==> config.mk <==
export PLATFORM = sky130hd
export DESIGN_NAME = button_mmio
export DESIGN_NICKNAME = d
export VERILOG_FILES = /design/src/rtl/button_mmio.sv
export SDC_FILE = /design/constraint.sdc
export NUM_CORES = 1
export LEC_CHECK = 0
export CAP_MARGIN = 30
export CORE_UTILIZATION = 49
export DETAILED_ROUTE_END_ITERATION = 8
export PLACE_DENSITY = 0.84
export SYNTH_ARGS = -nofsm -noshare
export SYNTH_HDL_FRONTEND = slang
export SYNTH_SLANG_ARGS = --single-unit
==> constraint.sdc <==
create_clock -name clk -period 3.9 [get_ports clk]
set_input_delay 0.39 -clock clk [delete_from_list [all_inputs] [get_ports clk]]
set_output_delay 0.39 -clock clk [all_outputs]
set_load 0.005 [all_outputs]
==> src/rtl/button_mmio.sv <==
// button_mmio
//   Debounced push-button peripheral that sits on the processor's data-memory
//   bus. It exposes the live debounced levels, sticky press-event flags that
//   are cleared by writing 1, and a 16-bit running press counter.
//
//   Register window (16 bytes at BASE_ADR, word offset adr[3:2]):
//     0 STATUS  RO   {zeros, btn_level}
//     1 EVENTS  W1C  {zeros, events}
//     2 COUNT   RO   {16'b0, presses}
//     3 reserved, reads 0
//
//   Ports:
//     clk, reset     system clock, synchronous active-high reset
//     btn            raw asynchronous active-high button pins
//     adr, we, wdata processor data address, store strobe, store data
//     hit            combinational window decode
//     rdata          combinational read data, 0 when hit is low
//     btn_level      registered debounced levels
//     pending        registered OR of all event flags
module button_mmio #(
    parameter int          NBTN            = 3,
    parameter int          DEBOUNCE_CYCLES = 500000,
    parameter logic [31:0] BASE_ADR        = 32'h0000_2000
) (
    input  logic            clk,
    input  logic            reset,
    input  logic [NBTN-1:0] btn,
    input  logic [31:0]     adr,
    input  logic            we,
    input  logic [31:0]     wdata,
    output logic            hit,
    output logic [31:0]     rdata,
    output logic [NBTN-1:0] btn_level,
    output logic            pending
);

    localparam int               CNT_W   = $clog2(DEBOUNCE_CYCLES);
    localparam logic [CNT_W-1:0] CNT_MAX = CNT_W'(DEBOUNCE_CYCLES - 1);

    logic [NBTN-1:0]  s1;
    logic [NBTN-1:0]  s2;
    logic [CNT_W-1:0] cnt     [NBTN];
    logic [CNT_W-1:0] cnt_nxt [NBTN];
    logic [NBTN-1:0]  level_nxt;
    logic [NBTN-1:0]  rise;
    logic [NBTN-1:0]  clr;
    logic [NBTN-1:0]  events;
    logic [NBTN-1:0]  events_nxt;
    logic [15:0]      presses;
    logic [1:0]       word;

    // Number of set bits, sized for direct addition to the press counter.
    function automatic logic [15:0] popcount(input logic [NBTN-1:0] v);
        logic [15:0] n;
        n = '0;
        for (int i = 0; i < NBTN; i++) begin
            n = n + 16'(v[i]);
        end
        return n;
    endfunction

    assign word = adr[3:2];
    assign hit  = (adr[31:4] == BASE_ADR[31:4]);

    // Debounce: the counter only advances while the synchronized input
    // disagrees with the current level, so any return to the level restarts it.
    always_comb begin
        for (int i = 0; i < NBTN; i++) begin
            level_nxt[i] = btn_level[i];
            cnt_nxt[i]   = '0;
            if (s2[i] != btn_level[i]) begin
                if (cnt[i] == CNT_MAX) begin
                    level_nxt[i] = s2[i];
                end else begin
                    cnt_nxt[i] = cnt[i] + CNT_W'(1);
                end
            end
        end
    end

    assign rise = level_nxt & ~btn_level;
    assign clr  = (hit && we && (word == 2'd1)) ? wdata[NBTN-1:0] : '0;

    // A rising level on the same edge as a W1C clear keeps the flag set.
    assign events_nxt = (events & ~clr) | rise;

    // Synchronizer, debounce and register state
    always_ff @(posedge clk) begin
        if (reset) begin
            s1        <= '0;
            s2        <= '0;
            btn_level <= '0;
            events    <= '0;
            presses   <= '0;
            pending   <= 1'b0;
            for (int i = 0; i < NBTN; i++) begin
                cnt[i] <= '0;
            end
        end else begin
            s1        <= btn;
            s2        <= s1;
            btn_level <= level_nxt;
            events    <= events_nxt;
            presses   <= presses + popcount(rise);
            pending   <= |events_nxt;
            for (int i = 0; i < NBTN; i++) begin
                cnt[i] <= cnt_nxt[i];
            end
        end
    end

    always_comb begin
        rdata = '0;
        if (hit) begin
            case (word)
                2'd0:    rdata = 32'(btn_level);
                2'd1:    rdata = 32'(events);
                2'd2:    rdata = {16'b0, presses};
                default: rdata = '0;
            endcase
        end
    end

endmodule

==> reports/results.txt, run 1 <==
Status = finished clean
Worst skew pair latency = 0.36 ns
H-tree levels = 3
GR Overflow Total = 0
Yosys reg bits = 86
Clock root buffer = clkbuf_8
Ant diodes = 0
Crit Path Category = flip-flop to flip-flop
CP arrival = 3.72 ns
Crit. Startpoint = cnt[0][7]
Final setup violation count = 0
Reg-to-Reg Start = cnt[0][7]
Max Buffers Root-to-Sink = 2
Drt wl/cell = 12.81 um
Register area share after synthesis = 42.21%
CTS Hold Bufs = 0
TNS Setup = 0 ns
Gate Count Post-Synth = 472
Maxcap violations = 0
Count of endpoints failing hold in the final timing report = 0
Asr flop ratio synth = 0%
Leading post-synthesis cells by cell area = dfxtp_1, nor2_1, xor2_1
Initial antenna violation count = 0
GRT Resource Usage Total = 20.34%
Fin crit period = 3.479 ns
RSZ-0062 raised after global routing = false
Post-layout nets = 612
Mean Syn Cell Area = 8.642 um2
Layout Skew = 0.01212 ns
Critical path endpoint category = flip-flop
Num CTS Buffers = 9
Final Hold Slack = 0.4564 ns
CP max FO = 4
Drt pass-1 iters = 6
Largest net degree at the start of global routing = 33
Hold_sp = s1[2]
Power Dens Cells = 335.7 nW/um2
Worst vdd ir = 0.2130 mV
Area Overhead vs Synth = 20.77%
Port bufs = 59
Core box area = 7888 um2
Via-per-instance ratio = 5.224
Gpl congestion = 0.8308
P_leak = 1.662 nW
Area leader, netlist = dfxtp_1
CTS tree = done
Final Max Slew Viols = 0
Crit start category = flip-flop
Synth warn = 0
Fin crit share = 89.20%
Initial cell density of the core = 51.71%
Top_reg_cell synth = dfxtp_1
Critical Path RT = 4.14 ns
Vias in the first global route = 3241
Max Fclk = 287.5 MHz
Post-CTS Setup Inserts = 0
Initial DRC Count = 92
Layout cells sized above 1 = 4.815%
Clock slew at reported path FFs = 0.08 ns
HP Class = flip-flop to flip-flop
Post-synth EDFFs = 0
Final WL = 8224 um
Die area = 8693 um2
CTS Sinks = 86
Slew HR = 46.81%
IO Pins = 107
ANT nets after route = 0
Die extent in x = 93.24 um
Placed wire-length estimate = 5991 um
Yosys top cell area share = 42.21%
Worst-Margin Slew = 0.7905 ns
Post-route DRC violation count = 0
Mapped cell area = 4079 um2
Via count = 3354
Die H = 93.24 um
First-pass GRT wire length = 13850 um
Num rows = 32
Yosys cell types = 44
Post-cts resize count = 0
[Yosys cell counts, drive strengths merged, types with 2 or more instances]
master and n:
ha 5, or4b 2, xnor2 33, nand3 24, xor2 34, clkbuf 4, nor4b 5, nor2 94
buf 21, dfxtp 86, nand4 16, nand2b 2, nor3 13, nor2b 11, nand3b 3, and3 9
and4 10, and2 14, nand2 27, fa 2, a21oi 5, mux2i 4, nor4 15, or2 2
inv 19
[metal layers]
layer / vias to the layer above / wire length (um) / global-route usage (%)
met4: 0 / 138 / 10.13
met3: 12 / 545 / 5.691
li1: 1673 / - / -
met2: 116 / 3983 / 35.54
met5: - / 0 / 0
met1: 1553 / 3555 / 22.55
[registers in the layout, summed over array words and instances, names as in the netlist]
name	count
s1	3
cnt	57
pending	1
s2	3
events	3
btn_level	3
presses	16
[layout make-up]
class,instances,area (um2)
flip-flops and latches,86,1722
repair buffers,62,613.1
well taps,102,127.6
multi-input cells,357,2160
clock inverters,5,81.33
fillers,637,2962
clock buffers,11,151.4
inverters,19,71.32
[cells in the final DEF (no fill, tap or decap), drive strengths merged, types with 4 or more instances in the layout]
| master | netlist | routed |
|---|---|---|
| clkdlybuf4s50 | 0 | 59 |
| mux2i | 4 | 4 |
| inv | 19 | 19 |
| dfxtp | 86 | 86 |
| xnor2 | 33 | 33 |
| and2 | 14 | 14 |
| nand3 | 24 | 24 |
| nor2 | 94 | 94 |
| a21oi | 5 | 5 |
| xor2 | 34 | 34 |
| conb | 1 | 16 |
| nor4 | 15 | 15 |
| nand2 | 27 | 27 |
| nor4b | 5 | 5 |
| ha | 5 | 5 |
| nand4 | 16 | 16 |
| clkbuf | 4 | 11 |
| nor3 | 13 | 13 |
| and4 | 10 | 10 |
| nor2b | 11 | 11 |
| and3 | 9 | 9 |
[report_power, final]
group / total (W) / leakage, nW / internal, W / switching [W]
Clock: 0.000707 / 0.116 / 0.000396 / 0.000311
Combinational: 0.0000635 / 0.852 / 0.0000395 / 0.0000240
Sequential: 0.000883 / 0.694 / 0.000881 / 0.00000242
[logic make-up (layout without fill, tap and decap cells)]
family / after synthesis / in the layout / synth area share, %
flops: 86 / 86 / 42.21
mux: 4 / 4 / 0.9816
xor+xnor: 67 / 67 / 14.39
buf+inv: 44 / 97 / 6.227
other cells: 1 / 16 / 0.09194
simple gates: 251 / 251 / 31.60
fa+ha+maj: 7 / 7 / 2.515
compound gates: 12 / 12 / 1.994
[stage by stage]
stage | util, % | power (W) | std cells | area, um2 | setup slack [ns]
2_1_floorplan | - | 0.0009364 | 487 | 4135 | 0.7929
3_3_place_gp | 59.50 | 0.0009666 | 626 | 4693 | 0.5786
3_5_place_dp | 59.50 | 0.0009679 | 626 | 4693 | 0.5088
4_1_cts | 62.45 | 0.001670 | 642 | 4926 | 0.4571
5_1_grt | 62.45 | 0.001717 | 642 | 4926 | 0.1972
6_report | 62.45 | 0.001654 | 642 | 4926 | 0.4212
[worst max-delay path, cell delays in order, from the launching register on]
cell and delay [ns]:
dfxtp_1 0.36, or4b_1 0.55, nor4b_2 0.30, nand4_1 0.18, nor3_1 0.32, fa_1 0.25
ha_1 0.16, inv_1 0.05, fa_1 0.38, nor2b_1 0.22, and4_1 0.28, nand3_1 0.11
xor2_1 0.14, nor2_1 0.05
[worst paths after layout]
check	to	slack, ns	cells after the start
min reg2reg	s2[2]	0.46	1
max reg2reg	presses[12]	0.42	13
min	s2[2]	0.46	1
max	presses[12]	0.42	13
(Power assumes the default switching activity.)
==> run 2: changes to the inputs <==
- CAP_MARGIN: 30 -> 25
- CORE_UTILIZATION: 49 -> 30
- PLACE_DENSITY: 0.84 -> 0.58
==> run 2 against run 1 <==
Sequential power about the same. Power is 5.6% higher. Worst setup slack improved by 0.084 ns. Design area rose by 2.9%. Worst hold slack worse by 0.017 ns. Register-to-register slack improved by 0.08 ns. Critical path type unchanged. Critical endpoint is now presses[14]. Largest power group unchanged.
==> reports/results.txt, run 2 (same netlist as run 1, synthesis figures left out) <==
Status = finished clean (unchanged)
Slack of the worst reg-to-reg path = 0.51 ns (was 0.42 ns)
First-pass GRT wire length = 14320 um (was 13850 um)
Reg-to-Reg Start = cnt[0][7] (unchanged)
Power Total = 0.001746 W (was 0.001654 W)
Maxcap violations = 0 (unchanged)
Gpl congestion = 0.7764 (was 0.8308)
Clock root buffer = clkbuf_16 (was clkbuf_8)
CP arrival = 3.62 ns (was 3.72 ns)
CTS tree = done (unchanged)
Via-per-instance ratio = 4.605 (was 5.224)
Layout Skew = 0.008361 ns (was 0.01212 ns)
Post-cts resize count = 0 (unchanged)
Placed wire-length estimate = 6303 um (was 5991 um)
Slew HR = 51.09% (was 46.81%)
Psw = 0.0003862 W (was 0.0003377 W)
Fin crit period = 3.394 ns (was 3.479 ns)
ANT nets after route = 0 (unchanged)
GR peak layer = met2 (unchanged)
Ant diodes = 0 (unchanged)
Layout cells sized above 1 = 4.815% (unchanged)
Critical Path RT = 4.13 ns (was 4.14 ns)
Initial DRC Count = 127 (was 92)
HP Class = flip-flop to flip-flop (unchanged)
IO Pins = 107 (unchanged)
RSZ-0062 raised after global routing = false (unchanged)
Via count = 3297 (was 3354)
Placed Cells = 700 (was 626)
Final Max Slew Viols = 0 (unchanged)
Num rows = 42 (was 32)
Core box area = 13240 um2 (was 7888 um2)
Initial antenna violation count = 0 (unchanged)
FF-to-FF End = presses[14] (was presses[12])
Largest net degree at the start of global routing = 20 (was 33)
Finished Cell Area = 5069 um2 (was 4926 um2)
Clk network pwr share = 45.7% (was 42.7%)
CTS Sinks = 86 (unchanged)
Die H = 118.6 um (was 93.24 um)
Grt met3 use = 2.365% (was 5.691%)
Biggest regs = cnt: 57 flops, presses: 16 flops (unchanged)
Seq pwr share = 50.6% (was 53.4%)
Commonest non-fill, non-tap cell in the layout = nor2_1 (unchanged)
Initial cell density of the core = 30.80% (was 51.71%)
Final setup violation count = 0 (unchanged)
Area Overhead vs Synth = 24.26% (was 20.77%)
Post-DP Area = 4786 um2 (was 4693 um2)
Max Fclk = 294.6 MHz (was 287.5 MHz)
Crit start category = flip-flop (unchanged)
Drt pass-1 iters = 4 (was 6)
Die extent in x = 118.6 um (was 93.24 um)
GRT Resource Usage Total = 12.47% (was 20.34%)
R2R depth = 13 (unchanged)
Most frequent cells in the layout = nor2_1, dfxtp_1, clkdlybuf4s50_1, xor2_1, xnor2_1 (unchanged)
Worst-Margin Slew = 0.7269 ns (was 0.7905 ns)
Gate power share = 3.7% (was 3.8%)
Num CTS Buffers = 9 (unchanged)
Clock slew at reported path FFs = 0.07 ns (was 0.08 ns)
Count of endpoints failing hold in the final timing report = 0 (unchanged)
Switching share of power = 22.12% (was 20.42%)
M2 GR Usage = 20.07% (was 35.54%)
Vias in the first global route = 3117 (was 3241)
Most flop-heavy register = cnt (unchanged)
Post-CTS Setup Inserts = 0 (unchanged)
Fin cells = 716 (was 642)
Power Dens Cells = 344.6 nW/um2 (was 335.7 nW/um2)
TNS Setup = 0 ns (unchanged)
Fin crit share = 87.03% (was 89.20%)
Port bufs = 59 (unchanged)
P_leak = 1.680 nW (was 1.662 nW)
Max Buffers Root-to-Sink = 2 (unchanged)
Post-route DRC violation count = 0 (unchanged)
GR Overflow Total = 0 (unchanged)
Crit Path Category = flip-flop to flip-flop (unchanged)
Setup crit end = presses[14] (was presses[12])
Critical path endpoint category = flip-flop (unchanged)
Drt wl/cell = 11.68 um (was 12.81 um)
Worst vdd ir = 0.1894 mV (was 0.2130 mV)
Crit. Startpoint = cnt[0][7] (unchanged)
Cell Int Power = 0.001360 W (was 0.001316 W)
Post-layout nets = 612 (unchanged)
CTS Hold Bufs = 0 (unchanged)
Max FFs per register = 57 (unchanged)
Fin util = 38.27% (was 62.45%)
CP max FO = 4 (unchanged)
Worst skew pair latency = 0.33 ns (was 0.36 ns)
Die area = 14070 um2 (was 8693 um2)
Final WL = 8365 um (was 8224 um)
Grt met1 use = 16.16% (was 22.55%)
H-tree levels = 3 (unchanged)
run 2: power groups by stage:
stage                     clock network [W]  logic (W)  registers, W
after floorplan                           0  0.0000330      0.000903
after global placement                    0  0.0000640      0.000904
after global routing               0.000857  0.0000700      0.000884
final                              0.000798  0.0000646      0.000884
after detailed placement                  0  0.0000652      0.000904
after CTS                          0.000822  0.0000654      0.000884
run 2: critical path, cell delays in order, from the launching register on:
cell and delay (ns):
dfxtp_1 0.35, or4b_1 0.56, nor4b_2 0.33, nand4_1 0.16
nor3_1 0.27, fa_1 0.24, ha_1 0.17, inv_1 0.06
fa_1 0.38, nor2b_1 0.16, and4_1 0.26, nand3_1 0.11
xor2_1 0.17, nor2_1 0.05
run 2: per-stage QoR:
| stage | hold slack, ns | setup WS, ns |
|---|---|---|
| after detailed placement | 0.4296 | 0.5335 |
| after global placement | 0.4201 | 0.5390 |
| after CTS | 0.4455 | 0.4814 |
| after floorplan | 0.4138 | 0.7929 |
| after global routing | 0.4657 | 0.2134 |
| final | 0.4396 | 0.5057 |
run 2: final cells by class:
cell class              instances  area [um2]
fillers                      1327        8174
clock buffers                   9       225.2
inverters                      19       71.32
well taps                     176       220.2
repair buffers                 62       613.1
clock inverters                 7       57.56
flip-flops and latches         86        1722
multi-input cells             357        2160
run 2: routing by layer:
| layer | wire length, um | vias to the layer above |
|---|---|---|
| met1 | 4045 | 1520 |
| met2 | 3760 | 84 |
| met4 | 146 | 0 |
| met5 | 0 | - |
| li1 | - | 1683 |
| met3 | 412 | 10 |
run 2: how the worst min path moves through the flow:
stage	slack, ns	end	startpoint	cells after the start
2_1_floorplan	0.41	s2[0]	s1[0]	1
4_1_cts	0.45	s2[2]	s1[2]	1
3_5_place_dp	0.43	s2[0]	s1[0]	1
3_3_place_gp	0.42	s2[0]	s1[0]	1
5_1_grt	0.47	s2[2]	s1[2]	1
6_report	0.44	s2[0]	s1[0]	1
==> run 3: changes to the inputs <==
- SLEW_MARGIN: not set -> 30
==> results of run 3 <==
No change in the layout: final DEF, timing and power equal those of run 2.
